## src/rtl/csi_rx_axis_framer.sv

```systemverilog
// CSI-2 RX payload framer: turns the word aligner's unthrottled VALID/DOUT
// stream plus FSYNC into an AXI4-Stream video interface (TUSER = start of
// frame, TLAST = end of line). A FIFO absorbs TREADY stalls. Line/frame
// counters and a sticky overflow flag are provided for debug.
module csi_rx_axis_framer #(
    parameter int FIFO_DEPTH = 64,
    parameter int FIFO_AW    = 6
) (
    input  logic               CLK,
    input  logic               RST_N,
    input  logic               FSYNC,
    input  logic               DIN_VALID,
    input  logic [31:0]        DIN,
    output logic [31:0]        AXIS_TDATA,
    output logic               AXIS_TVALID,
    input  logic               AXIS_TREADY,
    output logic               AXIS_TUSER,
    output logic               AXIS_TLAST,
    input  logic               OVF_CLR,
    output logic               OVERFLOW,
    output logic [15:0]        LINE_CNT,
    output logic [15:0]        FRAME_CNT,
    output logic [FIFO_AW:0]   FIFO_LEVEL
);

    localparam logic [FIFO_AW:0]   DEPTH_L = (FIFO_AW+1)'(FIFO_DEPTH);
    localparam logic [FIFO_AW:0]   LVL_ONE = (FIFO_AW+1)'(1);
    localparam logic [FIFO_AW-1:0] PTR_ONE = (FIFO_AW)'(1);

    // Hold stage: the last word of a line is only known once DIN_VALID drops.
    logic [31:0]        hold_data_r;
    logic               hold_user_r;
    logic               hv_r;
    logic               sof_pend_r;

    // FIFO storage plus a registered output stage; word = {user, last, data}.
    logic [33:0]        mem_r [0:FIFO_DEPTH-1];
    logic [FIFO_AW-1:0] wr_ptr_r;
    logic [FIFO_AW-1:0] rd_ptr_r;
    logic [FIFO_AW:0]   level_r;
    logic               out_valid_r;
    logic [33:0]        out_word_r;

    logic               overflow_r;
    logic [15:0]        line_cnt_r;
    logic [15:0]        frame_cnt_r;

    logic               push_s;
    logic               push_last_s;
    logic [33:0]        push_word_s;
    logic               pop_s;
    logic               full_s;
    logic               accept_s;
    logic               drop_s;
    logic               mem_empty_s;
    logic               load_out_s;

    // Decide whether the hold register is pushed this cycle, and with which last flag.
    always_comb begin
        push_s      = 1'b0;
        push_last_s = 1'b0;
        if (DIN_VALID) begin
            push_s      = hv_r;
            push_last_s = 1'b0;
        end else if (hv_r) begin
            push_s      = 1'b1;
            push_last_s = 1'b1;
        end else begin
            push_s      = 1'b0;
            push_last_s = 1'b0;
        end
    end

    assign push_word_s = {hold_user_r, push_last_s, hold_data_r};

    // FIFO control: a pop frees a slot in the same cycle, so push-at-full with pop is accepted.
    always_comb begin
        pop_s       = out_valid_r & AXIS_TREADY;
        full_s      = (level_r == DEPTH_L);
        accept_s    = push_s & (~full_s | pop_s);
        drop_s      = push_s & full_s & ~pop_s;
        mem_empty_s = (level_r == {{FIFO_AW{1'b0}}, out_valid_r});
        load_out_s  = (~out_valid_r | pop_s) & ~mem_empty_s;
    end

    // Hold register, hold-valid flag and pending start-of-frame marker.
    always_ff @(posedge CLK or negedge RST_N) begin
        if (!RST_N) begin
            hold_data_r <= 32'h0000_0000;
            hold_user_r <= 1'b0;
            hv_r        <= 1'b0;
            sof_pend_r  <= 1'b0;
        end else if (DIN_VALID) begin
            hold_data_r <= DIN;
            hold_user_r <= sof_pend_r | FSYNC;
            hv_r        <= 1'b1;
            sof_pend_r  <= 1'b0;
        end else begin
            hv_r        <= 1'b0;
            sof_pend_r  <= sof_pend_r | FSYNC;
        end
    end

    // FIFO payload storage; contents are don't-care until written, so no reset.
    always_ff @(posedge CLK) begin
        if (accept_s) begin
            mem_r[wr_ptr_r] <= push_word_s;
        end
    end

    // FIFO pointers, total occupancy (storage plus output stage) and output stage.
    always_ff @(posedge CLK or negedge RST_N) begin
        if (!RST_N) begin
            wr_ptr_r    <= {FIFO_AW{1'b0}};
            rd_ptr_r    <= {FIFO_AW{1'b0}};
            level_r     <= {(FIFO_AW+1){1'b0}};
            out_valid_r <= 1'b0;
            out_word_r  <= 34'h0_0000_0000;
        end else begin
            if (accept_s) begin
                wr_ptr_r <= wr_ptr_r + PTR_ONE;
            end
            case ({accept_s, pop_s})
                2'b10:   level_r <= level_r + LVL_ONE;
                2'b01:   level_r <= level_r - LVL_ONE;
                default: level_r <= level_r;
            endcase
            if (load_out_s) begin
                out_valid_r <= 1'b1;
                out_word_r  <= mem_r[rd_ptr_r];
                rd_ptr_r    <= rd_ptr_r + PTR_ONE;
            end else if (pop_s) begin
                out_valid_r <= 1'b0;
            end
        end
    end

    // Debug counters follow input framing (push attempts, dropped or not); overflow is sticky.
    always_ff @(posedge CLK or negedge RST_N) begin
        if (!RST_N) begin
            line_cnt_r  <= 16'h0000;
            frame_cnt_r <= 16'h0000;
            overflow_r  <= 1'b0;
        end else begin
            if (push_s && hold_user_r) begin
                line_cnt_r  <= push_last_s ? 16'h0001 : 16'h0000;
                frame_cnt_r <= frame_cnt_r + 16'h0001;
            end else if (push_s && push_last_s && (line_cnt_r != 16'hFFFF)) begin
                line_cnt_r  <= line_cnt_r + 16'h0001;
            end
            if (drop_s) begin
                overflow_r <= 1'b1;
            end else if (OVF_CLR) begin
                overflow_r <= 1'b0;
            end
        end
    end

    assign AXIS_TVALID = out_valid_r;
    assign AXIS_TUSER  = out_word_r[33];
    assign AXIS_TLAST  = out_word_r[32];
    assign AXIS_TDATA  = out_word_r[31:0];
    assign OVERFLOW    = overflow_r;
    assign LINE_CNT    = line_cnt_r;
    assign FRAME_CNT   = frame_cnt_r;
    assign FIFO_LEVEL  = level_r;

endmodule

```

## config.mk

```make
export PLATFORM = sky130hd
export DESIGN_NAME = csi_rx_axis_framer
export DESIGN_NICKNAME = d
export VERILOG_FILES = /design/src/rtl/csi_rx_axis_framer.sv
export SDC_FILE = /design/constraint.sdc
export NUM_CORES = 2
export LEC_CHECK = 0
export CELL_PAD_IN_SITES_DETAIL_PLACEMENT = 2
export CELL_PAD_IN_SITES_GLOBAL_PLACEMENT = 2
export CORE_AREA = 2 2 598 600
export DETAILED_ROUTE_END_ITERATION = 12
export DIE_AREA = 0 0 600 602
export PLACE_DENSITY_LB_ADDON = 0.1
export SYNTH_ARGS = -nofsm -noshare
export SYNTH_HDL_FRONTEND = slang
export SYNTH_SLANG_ARGS = --single-unit
```

## constraint.sdc

```tcl
create_clock -name CLK -period 3.95 [get_ports CLK]
set_input_delay 0.79 -clock CLK [delete_from_list [all_inputs] [get_ports CLK]]
set_output_delay 0.79 -clock CLK [all_outputs]
set_load 0.01 [all_outputs]
```

==> flow_summary.toml <==
[global_routing]
antenna_found_initial = 29
grt_max_degree = 71
grt_overflow = 0
grt_pass1_wl_mm = 407
grt_usage_pct = 16.1
grt_pass1_vias = 48520

[timing]
slew_viol_final = 0
finClkSkew_ns = 0.0468
timing.final.crit_share_pct = 87.6
fmax_mhz = 289
relSlewSlack_pct = 20.8
fin_setup_tns_ns = 0
finalHoldViolCount = 0
finalSetupViolCount = 0
rsz0062_at_grt = "no"
worstMarginPinSlew_ns = 1.19
min_period_ns = 3.46
holdWs_ns = 0.391

[cts]
numCtsBuffers = 278
cts_max_path_buffers = 4
ctsResizeCount = 0
cts-root-buf = "clkbuf_16"
cts_tree = "built"
clock_latency_ns = 0.91
cts_sinks = 2298
clk_pin_slew_ns = 0.06
htreeDepth = 5

[detailed_routing]
initialDrtViolationCount = 3383
via_per_inst = 4.58
drt_drc_violations_left = 0
drt_pass1_iterations = 5
num_vias = 44271
routedWlPerCell_um = 30.1
routed_wl_mm = 291
drtAntennaViolNets = 0

[floorplanning]
fp.coreArea_sq_um = 355000
rows = 219
die_h_um = 602
die_w_um = 600
io_pins = 113
die_area_sq_um = 361000
start_util_pct = 24.9

[setup_path]
crit_required_ns = 4.68
arrival_ns = 4.19
critPathCaptureType = "flip-flop"
worst-setup-path-type = "reg -> reg"
cp-start-kind = "flip-flop"
cp_max_fo = 25

[yosys]
synth_top_area_cell = "edfxtp_1"
ys_seq_area_share_pct = 77.5
synth_warnings = 0
ys.flop_type = "edfxtp_1"
synth_top_area_share_pct = 74.0
ys_async_sr_fraction_pct = 5.31
synth_area_leaders = "edfxtp_1 (74%), mux4_2 (11%), dfrtp_1 (3.5%)"
ys_ff_latch = 2298
synth_area_per_cell_sq_um = 20.9
synth_edf_count = 2176
synth_cells = 4222
yosysUniqueCellTypes = 67
syn_nets = 4265
syn-cell-area_sq_um = 88300

[placement]
port_buffers = 112
place_congestion = 0.720
dp_hpwl_mm = 183

[pwr]
ir_drop_uv = 378
p_leak_nw = 33.7
p_sw_w = 0.0250
switching_share_pct = 32.5
seqPwrFrac_pct = 38.7
pwr-share-clk_pct = 32.9
pwr-share-comb_pct = 28.4
power.internal_w = 0.0519
p_per_area_nw_per_um2 = 719

[worst_hold_path]
worstHoldPathType = "in -> reg"

[cells_and_area]
fin_nets = 4735
syn_to_final_growth_pct = 21.2
drive_above_1_share_pct = 27.7

[flow_run]
maxCapViolations = 0

[run_status]
status = "finished clean"
[flip-flops by register name (all words and copies together) (netlist names)]
| signal | flops |
|---|---|
| hv_r | 1 |
| hold_user_r | 1 |
| AXIS_TVALID | 1 |
| sof_pend_r | 1 |
| FIFO_LEVEL | 7 |
| OVERFLOW | 1 |
| hold_data_r | 32 |
| LINE_CNT | 16 |
| wr_ptr_r | 6 |
| mem_r | 2176 |
| FRAME_CNT | 16 |
| out_word_r | 34 |
| rd_ptr_r | 6 |
[synth_stat cells, drive strengths merged, types with 11 or more instances]
| cell type | count |
|---|---|
| mux4 | 418 |
| clkbuf | 119 |
| nand3 | 45 |
| mux2i | 224 |
| o21ai | 53 |
| o211ai | 37 |
| a31oi | 30 |
| a211o | 33 |
| nand2 | 120 |
| edfxtp | 2176 |
| a22oi | 60 |
| mux2 | 116 |
| and2 | 11 |
| buf | 121 |
| and3 | 12 |
| a221oi | 21 |
| a211oi | 28 |
| o221a | 12 |
| dfrtp | 122 |
| o221ai | 19 |
| a21oi | 35 |
| nand4 | 12 |
| xor2 | 18 |
| xnor2 | 20 |
| o2111ai | 20 |
| o22ai | 83 |
| nor2 | 136 |
[what timing repair did]
action,in CTS,in global routing
hold buffers,1,0
endpoints found under the hold margin,56,0
buffers inserted,0,0
[cells in the final DEF, fill, tap and decap left out, types with 22 or more instances in the layout]
cell type	n
nand3_1	44
clkbuf_1	71
a21oi_1	34
clkdlybuf4s50_1	110
buf_4	241
mux2_2	116
clkinv_2	35
o211ai_1	37
a211oi_1	28
edfxtp_1	2176
mux2i_1	224
nor2_1	71
nand2_1	119
dfrtp_1	84
nor2_4	65
bufinv_16	22
a31oi_1	30
a22oi_1	60
o21ai_0	46
buf_12	76
clkinv_1	51
o22ai_1	83
mux4_2	418
a211o_1	33
clkbuf_16	289
[critical path, stage by stage, from the launching register on]
cell      delay (ns)
dfrtp_4         0.78
buf_4           0.55
buf_4           0.35
mux4_2          0.53
a22oi_1         0.22
a21oi_1         0.09
o21ai_0         0.56
o211ai_1        0.16
[per-stage QoR]
stage	setup WS, ns	cell area (sq um)	cells	utilization, %	total power [W]
after floorplan	0.253	88300	4222	-	0.0417
after global placement	0.0397	98100	9162	27.6	0.0528
after detailed placement	0.0377	98100	9162	27.6	0.0529
after CTS	0.340	107000	9654	30.1	0.0787
after global routing	0.229	107000	9655	30.1	0.0803
final	0.490	107000	9669	30.1	0.0769
[cell type report]
type                            instances  area, sq um
Fill cell                           35397       248000
Sequential cell                      2298        68500
Multi-Input combinational cell       1673        19100
Clock buffer                          366         7580
Tap cell                             4751         5940
Timing Repair Buffer                  430         4460
Clock inverter                        125         1250
Inverter                               11         41.3
Antenna cell                           15         37.5
[metal layers]
layer / up-vias / part of all wire, % / global-route usage, %
li1: 18616 / - / -
met3: 357 / 3.3 / 1.97
met4: 0 / 2.3 / 4.02
met2: 749 / 47 / 25.9
met5: - / 0 / 0
met1: 24549 / 47 / 22.9
[path summary, 6_finish.rpt]
path                                              end                 startpoint  slack (ns)  cells after the start
min in group asynchronous   FRAME_CNT[13]$_DFFE_PN0P_                      RST_N        0.48                      2
max in group asynchronous     rd_ptr_r[3]$_DFFE_PN0P_                      RST_N        2.45                      3
max                        out_word_r[31]$_DFFE_PN0P_    rd_ptr_r[0]$_DFFE_PN0P_        0.49                      7
min reg2reg                 FRAME_CNT[15]$_DFFE_PN0P_  FRAME_CNT[15]$_DFFE_PN0P_        0.48                      1
max reg2reg                out_word_r[31]$_DFFE_PN0P_    rd_ptr_r[0]$_DFFE_PN0P_        0.49                      7
min                           LINE_CNT[0]$_DFFE_PN0P_                  DIN_VALID        0.39                      3
[power by group through the flow]
stage / registers [W] / clock network, W / logic [W]
2_1_floorplan: 0.0294 / 0 / 0.0122
3_3_place_gp: 0.0304 / 0 / 0.0224
3_5_place_dp: 0.0304 / 0 / 0.0224
4_1_cts: 0.0299 / 0.0262 / 0.0225
5_1_grt: 0.0300 / 0.0270 / 0.0233
6_report: 0.0298 / 0.0253 / 0.0218
[cell families (layout without fill, tap and decap cells)]
logic type,after synthesis,count (layout),synth area share (%)
xor+xnor,38,38,0.377
compound gates,483,483,3.96
buf+inv,251,932,1.41
fa+ha+maj,5,5,0.0709
mux,758,758,14.7
other cells,0,15,0
flops,2298,2298,77.5
simple gates,389,389,2.01
Note: power is estimated with default switching activity, not from simulation.
